<file path="src/rtl/store_queue_if.sv">
// Store queue port bundle: dispatch, execute, retire/squash, load lookup and D-cache write port.
// Latency: none, wires only; the queue registers the lookup response one cycle after ld_valid.
// Backpressure: disp_ready gates allocation; mem_wr_ack pops the head write, which holds until then.
interface store_queue_if #(
    parameter int SQ_SIZE = 8,
    parameter int XLEN    = 32
);
    localparam int PW = $clog2(SQ_SIZE);

    // dispatch
    logic            disp_valid;
    logic            disp_ready;
    logic [PW-1:0]   disp_idx;
    // execute
    logic            ex_valid;
    logic [PW-1:0]   ex_idx;
    logic [XLEN-1:0] ex_addr;
    logic [XLEN-1:0] ex_data;
    // retire / flush
    logic            rt_valid;
    logic            squash;
    // load lookup
    logic            ld_valid;
    logic [XLEN-1:0] ld_addr;
    logic [PW-1:0]   ld_age;
    logic            ld_resp_valid;
    logic            fwd_hit;
    logic [XLEN-1:0] fwd_data;
    logic            fwd_stall;
    // D-cache write port
    logic            mem_wr_valid;
    logic [XLEN-1:0] mem_wr_addr;
    logic [XLEN-1:0] mem_wr_data;
    logic            mem_wr_ack;

    // Pipeline side: dispatch/execute/ROB/load unit/cache
    modport master (
        output disp_valid, ex_valid, ex_idx, ex_addr, ex_data,
        output rt_valid, squash, ld_valid, ld_addr, ld_age, mem_wr_ack,
        input  disp_ready, disp_idx, ld_resp_valid, fwd_hit, fwd_data, fwd_stall,
        input  mem_wr_valid, mem_wr_addr, mem_wr_data
    );

    // Store queue side
    modport slave (
        input  disp_valid, ex_valid, ex_idx, ex_addr, ex_data,
        input  rt_valid, squash, ld_valid, ld_addr, ld_age, mem_wr_ack,
        output disp_ready, disp_idx, ld_resp_valid, fwd_hit, fwd_data, fwd_stall,
        output mem_wr_valid, mem_wr_addr, mem_wr_data
    );
endinterface

</file>
<file path="src/rtl/store_queue.sv">
// Circular store queue with load forwarding (SQ_FWD_EN) and in-order drain to the D-cache.
// Latency: lookup result registered, valid one cycle after ld_valid; drain write offered combinationally from head.
// Backpressure: disp_ready=~full from registered count; head write held stable until mem_wr_ack.
`ifndef SQ_SIZE
`define SQ_SIZE 8
`endif

`ifdef SQ_FWD_EN
// Priority selector: first requester found scanning from ptr toward lower indices, wrapping.
module binary_pselect_dir0 #(
    parameter int N  = 8,
    parameter int PW = $clog2(N)
) (
    input  logic [N-1:0]  req,
    input  logic [PW-1:0] ptr,
    output logic          gnt_valid,
    output logic [PW-1:0] gnt_idx
);
    // Walk farthest-first so the requester closest to ptr is the last to overwrite the grant.
    always_comb begin
        logic [PW-1:0] cand;
        gnt_valid = 1'b0;
        gnt_idx   = '0;
        cand      = '0;
        for (int k = N - 1; k >= 0; k--) begin
            cand = ptr - PW'(k);
            if (req[cand]) begin
                gnt_valid = 1'b1;
                gnt_idx   = cand;
            end
        end
    end
endmodule
`endif

module store_queue #(
    parameter int SQ_SIZE = `SQ_SIZE,
    parameter int XLEN    = 32
) (
    input logic   clock,
    input logic   reset_n,
    store_queue_if.slave sq
);
    localparam int PW = $clog2(SQ_SIZE);
    localparam int CW = PW + 1;

    // pointers and occupancy; ccount = committed but not yet drained
    logic [PW-1:0] head, commit, tail;
    logic [CW-1:0] count, ccount;

    // per-entry state
    logic [SQ_SIZE-1:0] valid, resolved, committed;
    logic [XLEN-1:0]    addr [SQ_SIZE];
    logic [XLEN-1:0]    data [SQ_SIZE];

    logic full;
    logic do_disp, do_ex, do_rt, do_ack;

    // lookup terms
    logic [PW-1:0]      win_len;
    logic [PW-1:0]      rel [SQ_SIZE];
    logic [SQ_SIZE-1:0] in_win, unres, match;
    logic               stall_c, hit_c;
    logic [XLEN-1:0]    data_c;
    logic [1:0]         unused_ld_lo;

    assign full    = (count == CW'(SQ_SIZE));
    assign do_ack  = sq.mem_wr_valid & sq.mem_wr_ack;
    assign do_disp = sq.disp_valid & ~full & ~sq.squash;
    // A drain-ready entry ignores re-execution so the write port never changes under the cache.
    assign do_ex   = sq.ex_valid & ~sq.squash & valid[sq.ex_idx]
                     & ~(committed[sq.ex_idx] & resolved[sq.ex_idx]);
    assign do_rt   = sq.rt_valid & ~sq.squash & (count > ccount);

    assign sq.disp_ready   = ~full;
    assign sq.disp_idx     = tail;
    assign sq.mem_wr_valid = valid[head] & committed[head] & resolved[head];
    assign sq.mem_wr_addr  = addr[head];
    assign sq.mem_wr_data  = data[head];

    // Stores are full-word and word-aligned; byte offset of the load plays no part in matching.
    assign unused_ld_lo = sq.ld_addr[1:0];

    // Pointer and occupancy update; a squash rewinds tail to the commit point but still honours a drain pop.
    always_ff @(posedge clock or negedge reset_n) begin
        if (!reset_n) begin
            head   <= '0;
            commit <= '0;
            tail   <= '0;
            count  <= '0;
            ccount <= '0;
        end else begin
            head <= head + PW'(do_ack);
            if (sq.squash) begin
                tail   <= commit;
                count  <= ccount - CW'(do_ack);
                ccount <= ccount - CW'(do_ack);
            end else begin
                tail   <= tail + PW'(do_disp);
                commit <= commit + PW'(do_rt);
                count  <= count + CW'(do_disp) - CW'(do_ack);
                ccount <= ccount + CW'(do_rt) - CW'(do_ack);
            end
        end
    end

    // Entry status bits: drain clears the head, squash kills uncommitted entries, else dispatch/execute/retire.
    always_ff @(posedge clock or negedge reset_n) begin
        if (!reset_n) begin
            valid     <= '0;
            resolved  <= '0;
            committed <= '0;
        end else begin
            for (int i = 0; i < SQ_SIZE; i++) begin
                if (do_ack && head == PW'(i)) begin
                    valid[i]     <= 1'b0;
                    resolved[i]  <= 1'b0;
                    committed[i] <= 1'b0;
                end else if (sq.squash) begin
                    if (!committed[i]) begin
                        valid[i]    <= 1'b0;
                        resolved[i] <= 1'b0;
                    end
                end else begin
                    if (do_disp && tail == PW'(i)) begin
                        valid[i]     <= 1'b1;
                        resolved[i]  <= 1'b0;
                        committed[i] <= 1'b0;
                    end
                    if (do_ex && sq.ex_idx == PW'(i))
                        resolved[i] <= 1'b1;
                    if (do_rt && commit == PW'(i))
                        committed[i] <= 1'b1;
                end
            end
        end
    end

    // Address/data payload; only meaningful while the resolved bit is set, so no reset needed.
    always_ff @(posedge clock) begin
        if (do_ex) begin
            addr[sq.ex_idx] <= sq.ex_addr;
            data[sq.ex_idx] <= sq.ex_data;
        end
    end

    assign win_len = sq.ld_age - head;

    // Age of each entry relative to head; an entry is older than the load when its age is below win_len.
    always_comb begin
        for (int i = 0; i < SQ_SIZE; i++) begin
            rel[i]    = PW'(i) - head;
            in_win[i] = valid[i] && (rel[i] < win_len);
            unres[i]  = in_win[i] && !resolved[i];
            match[i]  = in_win[i] && resolved[i]
                        && (addr[i][XLEN-1:2] == sq.ld_addr[XLEN-1:2]);
        end
    end

`ifdef SQ_FWD_EN
    logic [PW-1:0] sel_ptr, sel_idx;
    logic          sel_vld;
    logic          younger_unres;

    assign sel_ptr = sq.ld_age - PW'(1);

    binary_pselect_dir0 #(.N(SQ_SIZE), .PW(PW)) u_sel (
        .req       (match),
        .ptr       (sel_ptr),
        .gnt_valid (sel_vld),
        .gnt_idx   (sel_idx)
    );

    // An unresolved store younger than the chosen source could still overwrite it.
    always_comb begin
        younger_unres = 1'b0;
        for (int i = 0; i < SQ_SIZE; i++) begin
            if (unres[i] && (rel[i] > rel[sel_idx]))
                younger_unres = 1'b1;
        end
    end

    assign stall_c = sel_vld ? younger_unres : (|unres);
    assign hit_c   = sel_vld & ~stall_c;
    assign data_c  = hit_c ? data[sel_idx] : '0;
`else
    // Without forwarding any possible dependence on an older store makes the load retry.
    assign stall_c = |(unres | match);
    assign hit_c   = 1'b0;
    assign data_c  = '0;
`endif

    // Lookup response register: one-cycle pulse following ld_valid.
    always_ff @(posedge clock or negedge reset_n) begin
        if (!reset_n) begin
            sq.ld_resp_valid <= 1'b0;
            sq.fwd_hit       <= 1'b0;
            sq.fwd_stall     <= 1'b0;
            sq.fwd_data      <= '0;
        end else begin
            sq.ld_resp_valid <= sq.ld_valid;
            sq.fwd_hit       <= sq.ld_valid & hit_c;
            sq.fwd_stall     <= sq.ld_valid & stall_c;
            sq.fwd_data      <= sq.ld_valid ? data_c : '0;
        end
    end

    // The ROB may only retire a store the queue still holds uncommitted.
    assert property (@(posedge clock) disable iff (!reset_n)
                     (sq.rt_valid && !sq.squash) |-> (count > ccount));

endmodule

</file>
<file path="src/flat_wrapper.sv">
// flat-port wrapper written by rule: the top's interface ports become plain ports
module store_queue_flat 
#(
    parameter int SQ_SIZE = `SQ_SIZE,
    parameter int XLEN    = 32
)
  (clock, reset_n, sq_disp_valid, sq_ex_valid, sq_ex_idx, sq_ex_addr, sq_ex_data, sq_rt_valid, sq_squash, sq_ld_valid, sq_ld_addr, sq_ld_age, sq_mem_wr_ack, sq_disp_ready, sq_disp_idx, sq_ld_resp_valid, sq_fwd_hit, sq_fwd_data, sq_fwd_stall, sq_mem_wr_valid, sq_mem_wr_addr, sq_mem_wr_data);
  store_queue_if #(.SQ_SIZE(SQ_SIZE), .XLEN(XLEN)) sq_i ();
  input logic clock;
  input logic reset_n;
  input wire logic [$bits(sq_i.disp_valid)-1:0] sq_disp_valid;
  input wire logic [$bits(sq_i.ex_valid)-1:0] sq_ex_valid;
  input wire logic [$bits(sq_i.ex_idx)-1:0] sq_ex_idx;
  input wire logic [$bits(sq_i.ex_addr)-1:0] sq_ex_addr;
  input wire logic [$bits(sq_i.ex_data)-1:0] sq_ex_data;
  input wire logic [$bits(sq_i.rt_valid)-1:0] sq_rt_valid;
  input wire logic [$bits(sq_i.squash)-1:0] sq_squash;
  input wire logic [$bits(sq_i.ld_valid)-1:0] sq_ld_valid;
  input wire logic [$bits(sq_i.ld_addr)-1:0] sq_ld_addr;
  input wire logic [$bits(sq_i.ld_age)-1:0] sq_ld_age;
  input wire logic [$bits(sq_i.mem_wr_ack)-1:0] sq_mem_wr_ack;
  output wire logic [$bits(sq_i.disp_ready)-1:0] sq_disp_ready;
  output wire logic [$bits(sq_i.disp_idx)-1:0] sq_disp_idx;
  output wire logic [$bits(sq_i.ld_resp_valid)-1:0] sq_ld_resp_valid;
  output wire logic [$bits(sq_i.fwd_hit)-1:0] sq_fwd_hit;
  output wire logic [$bits(sq_i.fwd_data)-1:0] sq_fwd_data;
  output wire logic [$bits(sq_i.fwd_stall)-1:0] sq_fwd_stall;
  output wire logic [$bits(sq_i.mem_wr_valid)-1:0] sq_mem_wr_valid;
  output wire logic [$bits(sq_i.mem_wr_addr)-1:0] sq_mem_wr_addr;
  output wire logic [$bits(sq_i.mem_wr_data)-1:0] sq_mem_wr_data;
  assign sq_i.disp_valid = sq_disp_valid;
  assign sq_i.ex_valid = sq_ex_valid;
  assign sq_i.ex_idx = sq_ex_idx;
  assign sq_i.ex_addr = sq_ex_addr;
  assign sq_i.ex_data = sq_ex_data;
  assign sq_i.rt_valid = sq_rt_valid;
  assign sq_i.squash = sq_squash;
  assign sq_i.ld_valid = sq_ld_valid;
  assign sq_i.ld_addr = sq_ld_addr;
  assign sq_i.ld_age = sq_ld_age;
  assign sq_i.mem_wr_ack = sq_mem_wr_ack;
  assign sq_disp_ready = sq_i.disp_ready;
  assign sq_disp_idx = sq_i.disp_idx;
  assign sq_ld_resp_valid = sq_i.ld_resp_valid;
  assign sq_fwd_hit = sq_i.fwd_hit;
  assign sq_fwd_data = sq_i.fwd_data;
  assign sq_fwd_stall = sq_i.fwd_stall;
  assign sq_mem_wr_valid = sq_i.mem_wr_valid;
  assign sq_mem_wr_addr = sq_i.mem_wr_addr;
  assign sq_mem_wr_data = sq_i.mem_wr_data;
  store_queue #(.SQ_SIZE(SQ_SIZE), .XLEN(XLEN)) u_core (.clock(clock), .reset_n(reset_n), .sq(sq_i));
endmodule
</file>
<file path="config.mk">
export PLATFORM = sky130hd
export DESIGN_NAME = store_queue_flat
export DESIGN_NICKNAME = d
export VERILOG_FILES = /design/src/rtl/store_queue_if.sv /design/src/rtl/store_queue.sv /design/src/flat_wrapper.sv
export SDC_FILE = /design/constraint.sdc
export NUM_CORES = 1
export LEC_CHECK = 0
export ABC_AREA = 1
export ABC_CLOCK_PERIOD_IN_PS = 3100
export CAP_MARGIN = 20
export CORE_MARGIN = 2
export CORE_UTILIZATION = 50
export CTS_BUF_LIST = sky130_fd_sc_hd__clkbuf_16
export CTS_CLUSTER_SIZE = 14
export DETAILED_ROUTE_END_ITERATION = 8
export HOLD_SLACK_MARGIN = 0.06
export PLACE_DENSITY = 0.83
export SYNTH_ARGS = -nofsm -noshare
export SYNTH_HDL_FRONTEND = slang
export SYNTH_SLANG_ARGS = --single-unit
</file>
<file path="constraint.sdc">
create_clock -name clock -period 3.1 [get_ports clock]
set_clock_uncertainty 0.2 [all_clocks]
set_input_delay 0.62 -clock clock [delete_from_list [all_inputs] [get_ports clock]]
set_output_delay 0.62 -clock clock [all_outputs]
set_load 0.005 [all_outputs]
</file>
# After elaboration in Yosys (flattened, before gate mapping)
# Memory sizes are Yosys's and may differ from the RTL's.
# Cells that the tools add are included.
dict set report totals {
  reg_bits 43
  ramBits 512
  in_bits 110
  output_inout_bits 104
  wordCells 360
  n_memories 2
}
dict set report op_classes {
  addsub 17
  order_cmp 11
  n_eq_ne 53
  muxes 105
  bitwise_logic 16
  reduce_logical 125
}
# name words word_bits rd rd_ports_with_merged_regs wr line_no
set mem_list {}
lappend mem_list {u_core.addr 8 32 9 0 1 store_queue.sv:53} ;# logic [XLEN-1:0] addr [SQ_SIZE];
lappend mem_list {u_core.data 8 32 1 0 1 store_queue.sv:54} ;# logic [XLEN-1:0] data [SQ_SIZE];
# operator n
set ops {}
lappend ops {{$eq A30 B30 Y1} 8}
lappend ops {{$mux W1} 96}
lappend ops {{$logic_and A1 B1 Y1} 64}
lappend ops {{$eq A3 B3 Y1 const B} 16}
lappend ops {{$reduce_and A2 Y1} 24}
lappend ops {{$reduce_bool A3 Y1} 16}
lappend ops {{$reduce_bool A4 Y1} 8}
lappend ops {{$eq A3 B2 Y1 const B} 8}
lappend ops {{$lt A3 B3 Y1} 8}
lappend ops {{$ne A3 B3 Y1 const B} 8}
lappend ops {{$bmux W1 S3} 6}
lappend ops {{$ne A2 B1 Y1 const B} 8}
lappend ops {{$and A1 B1 Y1} 12}
lappend ops {{$eq A3 B1 Y1 const B} 4}
lappend ops {{$logic_not A3 Y1} 4}
lappend ops {{$sub A3 B3 Y3 const A} 4}
lappend ops {{$sub A4 B1 Y4} 3}
lappend ops {{$add A3 B1 Y3} 3}
lappend ops {{$add A4 B1 Y4} 2}
lappend ops {{$logic_not A1 Y1} 8}
lappend ops {{$lt A3 B4 Y1 const B} 2}
lappend ops {{$mux W4} 2}
lappend ops {{$or A8 B8 Y8} 1}
lappend ops {{$reduce_or A8 Y1} 1}
lappend ops {{7 further kinds} 11}

# Logic depth before layout (Yosys ltp)
dict set report depth {
  word_depth 9
  mapped_depth 20
  depth_no_buf 19
}

# Least setup slack after synthesis
# Ideal clock, no wire load.
dict set report synth_path {
  path_kind {input -> register}
  start {input sq_ex_idx[1]}
  end {memory u_core.addr[5][0] (enable)}
  setup_ns 0.418
  arrival_time_ns 2.723
  required_time_ns 2.482
  setup_slack_ns -0.241
  path_stages 11
  n_path_buf 0
  path_cell_list {nor2_2 > nand2_1 > o21ai_1 > nor2_1 > nor2_1 > nand2_1 > nand2_2 > nand2_4 > nor2_4 > nand2_1 > inv_1}
}
dict set report synth_between {
  elab_chain_len 7
  elab_cells_between_ends 12
  cone_classes {8 x mux; 4 x bitwise}
}
# item line_no
set synth_lines {}
lappend synth_lines {{start: declaration} flat_wrapper.sv:13} ;# input wire logic [$bits(sq_i.ex_idx)-1:0] sq_ex_idx;
lappend synth_lines {{$bmux W1 S3} store_queue.sv:72} ;# & ~(committed[sq.ex_idx] & resolved[sq.ex_idx]);
lappend synth_lines {{$mux W1 (implied by the code)} store_queue.sv:72}
lappend synth_lines {{$and A1 B1 Y1} store_queue.sv:72}
lappend synth_lines {{$not A1 Y1} store_queue.sv:72}
lappend synth_lines {{$and A1 B1 Y1} store_queue.sv:72}
lappend synth_lines {{$mux W1} store_queue.sv:141} ;# if (do_ex) begin
lappend synth_lines {{$mux W1 (implied by the code)} store_queue.sv:142} ;# addr[sq.ex_idx] <= sq.ex_addr;
lappend synth_lines {{end: declaration} store_queue.sv:53}
# Several ways; a longest one is shown, not always the timed one. The select of a mux whose other input is x is not followed.

# Final worst setup path
dict set report layout_path {
  start {register u_core.head[0]}
  end {output sq_mem_wr_addr[26]}
}
dict set report layout_between {
  elab_chain_len 1
}
# item line_no
set layout_lines {}
lappend layout_lines {{start: declaration} store_queue.sv:48} ;# logic [PW-1:0] head, commit, tail;
lappend layout_lines {{start signal: assignment} store_queue.sv:93} ;# head <= head + PW'(do_ack);
lappend layout_lines {{$mem_v2 Z8 W32} n/a}
lappend layout_lines {{end: declaration} flat_wrapper.sv:29} ;# output wire logic [$bits(sq_i.mem_wr_addr)-1:0] sq_mem_wr_addr;
# No other way between the ends.

==> impl_metrics.json <==
{
  "outcome": "finished with violations",
  "violations": "negative setup slack",
  "clkTransAtPathRegs_ns": 0.06,
  "async_reset_ff_share_pct": 7.75,
  "p_leak_nw": 13.3,
  "p_clk_share_pct": 37.9,
  "grt_pass1_wl_microns": 129000,
  "gp_congestion": 0.968,
  "synth.area.top_cells": "edfxtp_1 57%, nor2_1 6.9%, nand2_1 5.5%",
  "place_area_sq_um": 30000,
  "endpoint_kind": "primary output",
  "area_growth_pct": 30.8,
  "vias": 22700,
  "power.density_nw_per_um2": 482,
  "final-hold-violation-count": 0,
  "worstPathArrival_ns": 2.53,
  "die_area_sq_um": 55400,
  "cp_max_fo": 5,
  "cts_root_buf": "clkbuf_16",
  "std_cell_rows": 84,
  "finalCoreUtilization_pct": 66.3,
  "grt_usage_pct": 30.5,
  "finalSetupViolCount": 64,
  "finalSetupTns_ns": -7.89,
  "rsz0062_at_grt": "true",
  "synth_cells": 2619,
  "setup_ws_ns": -0.248,
  "synth-edff-count": 512,
  "avgSynthCellArea_sq_um": 10.2,
  "drive_above_1_share_pct": 20.7,
  "period_share_pct": 108,
  "maxSlewViolCount": 0,
  "placedCellCount": 3457,
  "fin_area_sq_um": 35000,
  "timing.fmax_mhz": 299,
  "holdWs_ns": 0.278,
  "detail_route.iter0.violations": 3432,
  "core_sq_um": 52800,
  "nets": 3117,
  "power_mw": 16.9,
  "switching_share_pct": 25.4,
  "layout_min_cycle_time_ns": 3.35,
  "p_int_mw": 12.6,
  "slew_headroom_pct": 48.5,
  "cts_sinks": 555,
  "routed_wl_microns": 91900,
  "drt-vias-per-instance": 6.12,
  "pwr-share-seq_pct": 50.6,
  "pre_cts_ws_ns": -0.321,
  "peakVddDrop_uv": 523,
  "path_class": "register to primary output",
  "ys_seq_area_share_pct": 61.5,
  "clk_latency_ns": 0.63,
  "grt-ovfl-total": 0,
  "critPathRequiredTime_ns": 2.28,
  "drc": 0,
  "port_buffers": 178,
  "first_global_vias": 21900,
  "tightestPinTransition_ns": 0.772,
  "cts_made_buffers": 55,
  "die_h_microns": 235,
  "ys_types": 35,
  "synth_top_cell_area_share_pct": 57.5,
  "clk_path_buf_depth": 3,
  "combPwrFrac_pct": 11.5,
  "hp-class": "input port to register",
  "drtAntennaViolNets": 0,
  "antenna_found_initial": 12,
  "syn-cell-area_sq_um": 26700,
  "drv_cap": 0,
  "cp-start-kind": "register",
  "die_w_microns": 235,
  "cts_tree": "built",
  "final_cells": 3699,
  "synth_top_area_cell": "edfxtp_1",
  "wl_per_cell_microns": 24.8,
  "synth_flop_cell": "edfxtp_1",
  "grt_max_degree": 38,
  "place_hpwl_microns": 49200,
  "synth-seq-cells": 555,
  "cts_max_level": 2,
  "start_util_pct": 50.7,
  "ios": 214,
  "ys_top_cells_by_count": "512 x edfxtp_1, 492 x nor2_1, 394 x nand2_1, 290 x o21ai_0, 178 x inv_1",
  "p_sw_mw": 4.28,
  "synth_most_common_cell": "edfxtp_1",
  "yosysWarnings": 0,
  "drtPass1Iterations": 8
}
==> timing repair <==
action	in CTS	in global routing
hold endpoints to repair	30	0
setup endpoints to repair	65	72
setup buffers	67	27
resized for setup	531	231
gates cloned	42	8
hold buffers	1	0
pin swaps	124	109
==> worst max-delay path: stages (launching register included) <==
cell and delay, ns:
dfrtp_4 0.53, buf_12 0.16, inv_12 0.08, buf_8 0.12
buf_6 0.11, nor2_1 0.05, o22ai_2 0.25, nor2_2 0.08
a31oi_2 0.33, buf_2 0.19
==> cells in the final DEF, fill, tap and decap left out, types with 57 or more instances in the layout <==
master,n
buf_12,57
buf_2,61
buf_4,97
clkbuf_16,62
clkdlybuf4s50_1,112
edfxtp_1,512
inv_1,179
nand2_1,389
nor2_1,422
o21ai_0,163
o21ai_1,94
xnor2_1,139
==> cell type report <==
class	instances	area, sq um
clock buffer	55	1380
inverter	188	758
tap	688	861
antenna	6	15.0
fill	3397	17800
timing repair inverter	2	32.5
sequential	555	16500
timing repair buffer	424	5360
multi-input combinational	1739	9840
clock inverter	42	303
==> path summary, 6_finish.rpt <==
kind	start	end	slack (ns)	cells after the start
min in group asynchronous	reset_n	u_core.commit[2]	0.40	2
max reg2reg	u_core.head[0]	u_core.sq.fwd_stall	-0.03	21
min	sq_ld_valid	u_core.sq.ld_resp_valid	0.28	1
max in group asynchronous	reset_n	u_core.valid[3]	1.58	3
max	u_core.head[0]	sq_mem_wr_addr[26]	-0.25	9
min reg2reg	u_core.resolved[1]	u_core.resolved[1]	0.31	2
==> per-layer routing <==
metal  vias to the layer above  wire, microns  track usage, %
li1                       9603              -               -
met1                     10700          31600            37.3
met2                      1910          43000            50.0
met3                       468          11100            7.02
met4                        12           6030            17.1
met5                         -             77               0
==> state kept, by name (all words and copies together) (netlist names) <==
| register | count |
|---|---|
| u_core.committed | 8 |
| u_core.head | 3 |
| u_core.data | 256 |
| u_core.commit | 3 |
| u_core.valid | 8 |
| u_core.sq.ld_resp_valid | 1 |
| u_core.sq.disp_idx | 3 |
| u_core.resolved | 8 |
| u_core.addr | 256 |
| u_core.ccount | 4 |
| u_core.count | 4 |
| u_core.sq.fwd_stall | 1 |
==> power by group through the flow <==
stage / clock network (mW) / registers, mW / logic [mW]
3_3_place_gp: 0 / 8.67 / 1.57
4_1_cts: 6.29 / 8.52 / 1.79
3_5_place_dp: 0 / 8.68 / 1.64
6_report: 6.39 / 8.53 / 1.94
5_1_grt: 6.65 / 8.55 / 2.11
2_1_floorplan: 0 / 8.62 / 1.03
==> logic make-up (layout without fill, tap and decap cells) <==
| family | count (synthesis) | count (layout) | share of synthesized area [%] |
|---|---|---|---|
| xor+xnor | 180 | 180 | 5.89 |
| fa+ha+maj | 42 | 42 | 2.05 |
| flops | 555 | 555 | 61.5 |
| compound gates | 481 | 481 | 9.71 |
| simple gates | 1003 | 1003 | 15.0 |
| other cells | 1 | 39 | 0.0140 |
| buf+inv | 357 | 711 | 5.85 |
No activity file was read; power rests on OpenSTA's default activity.
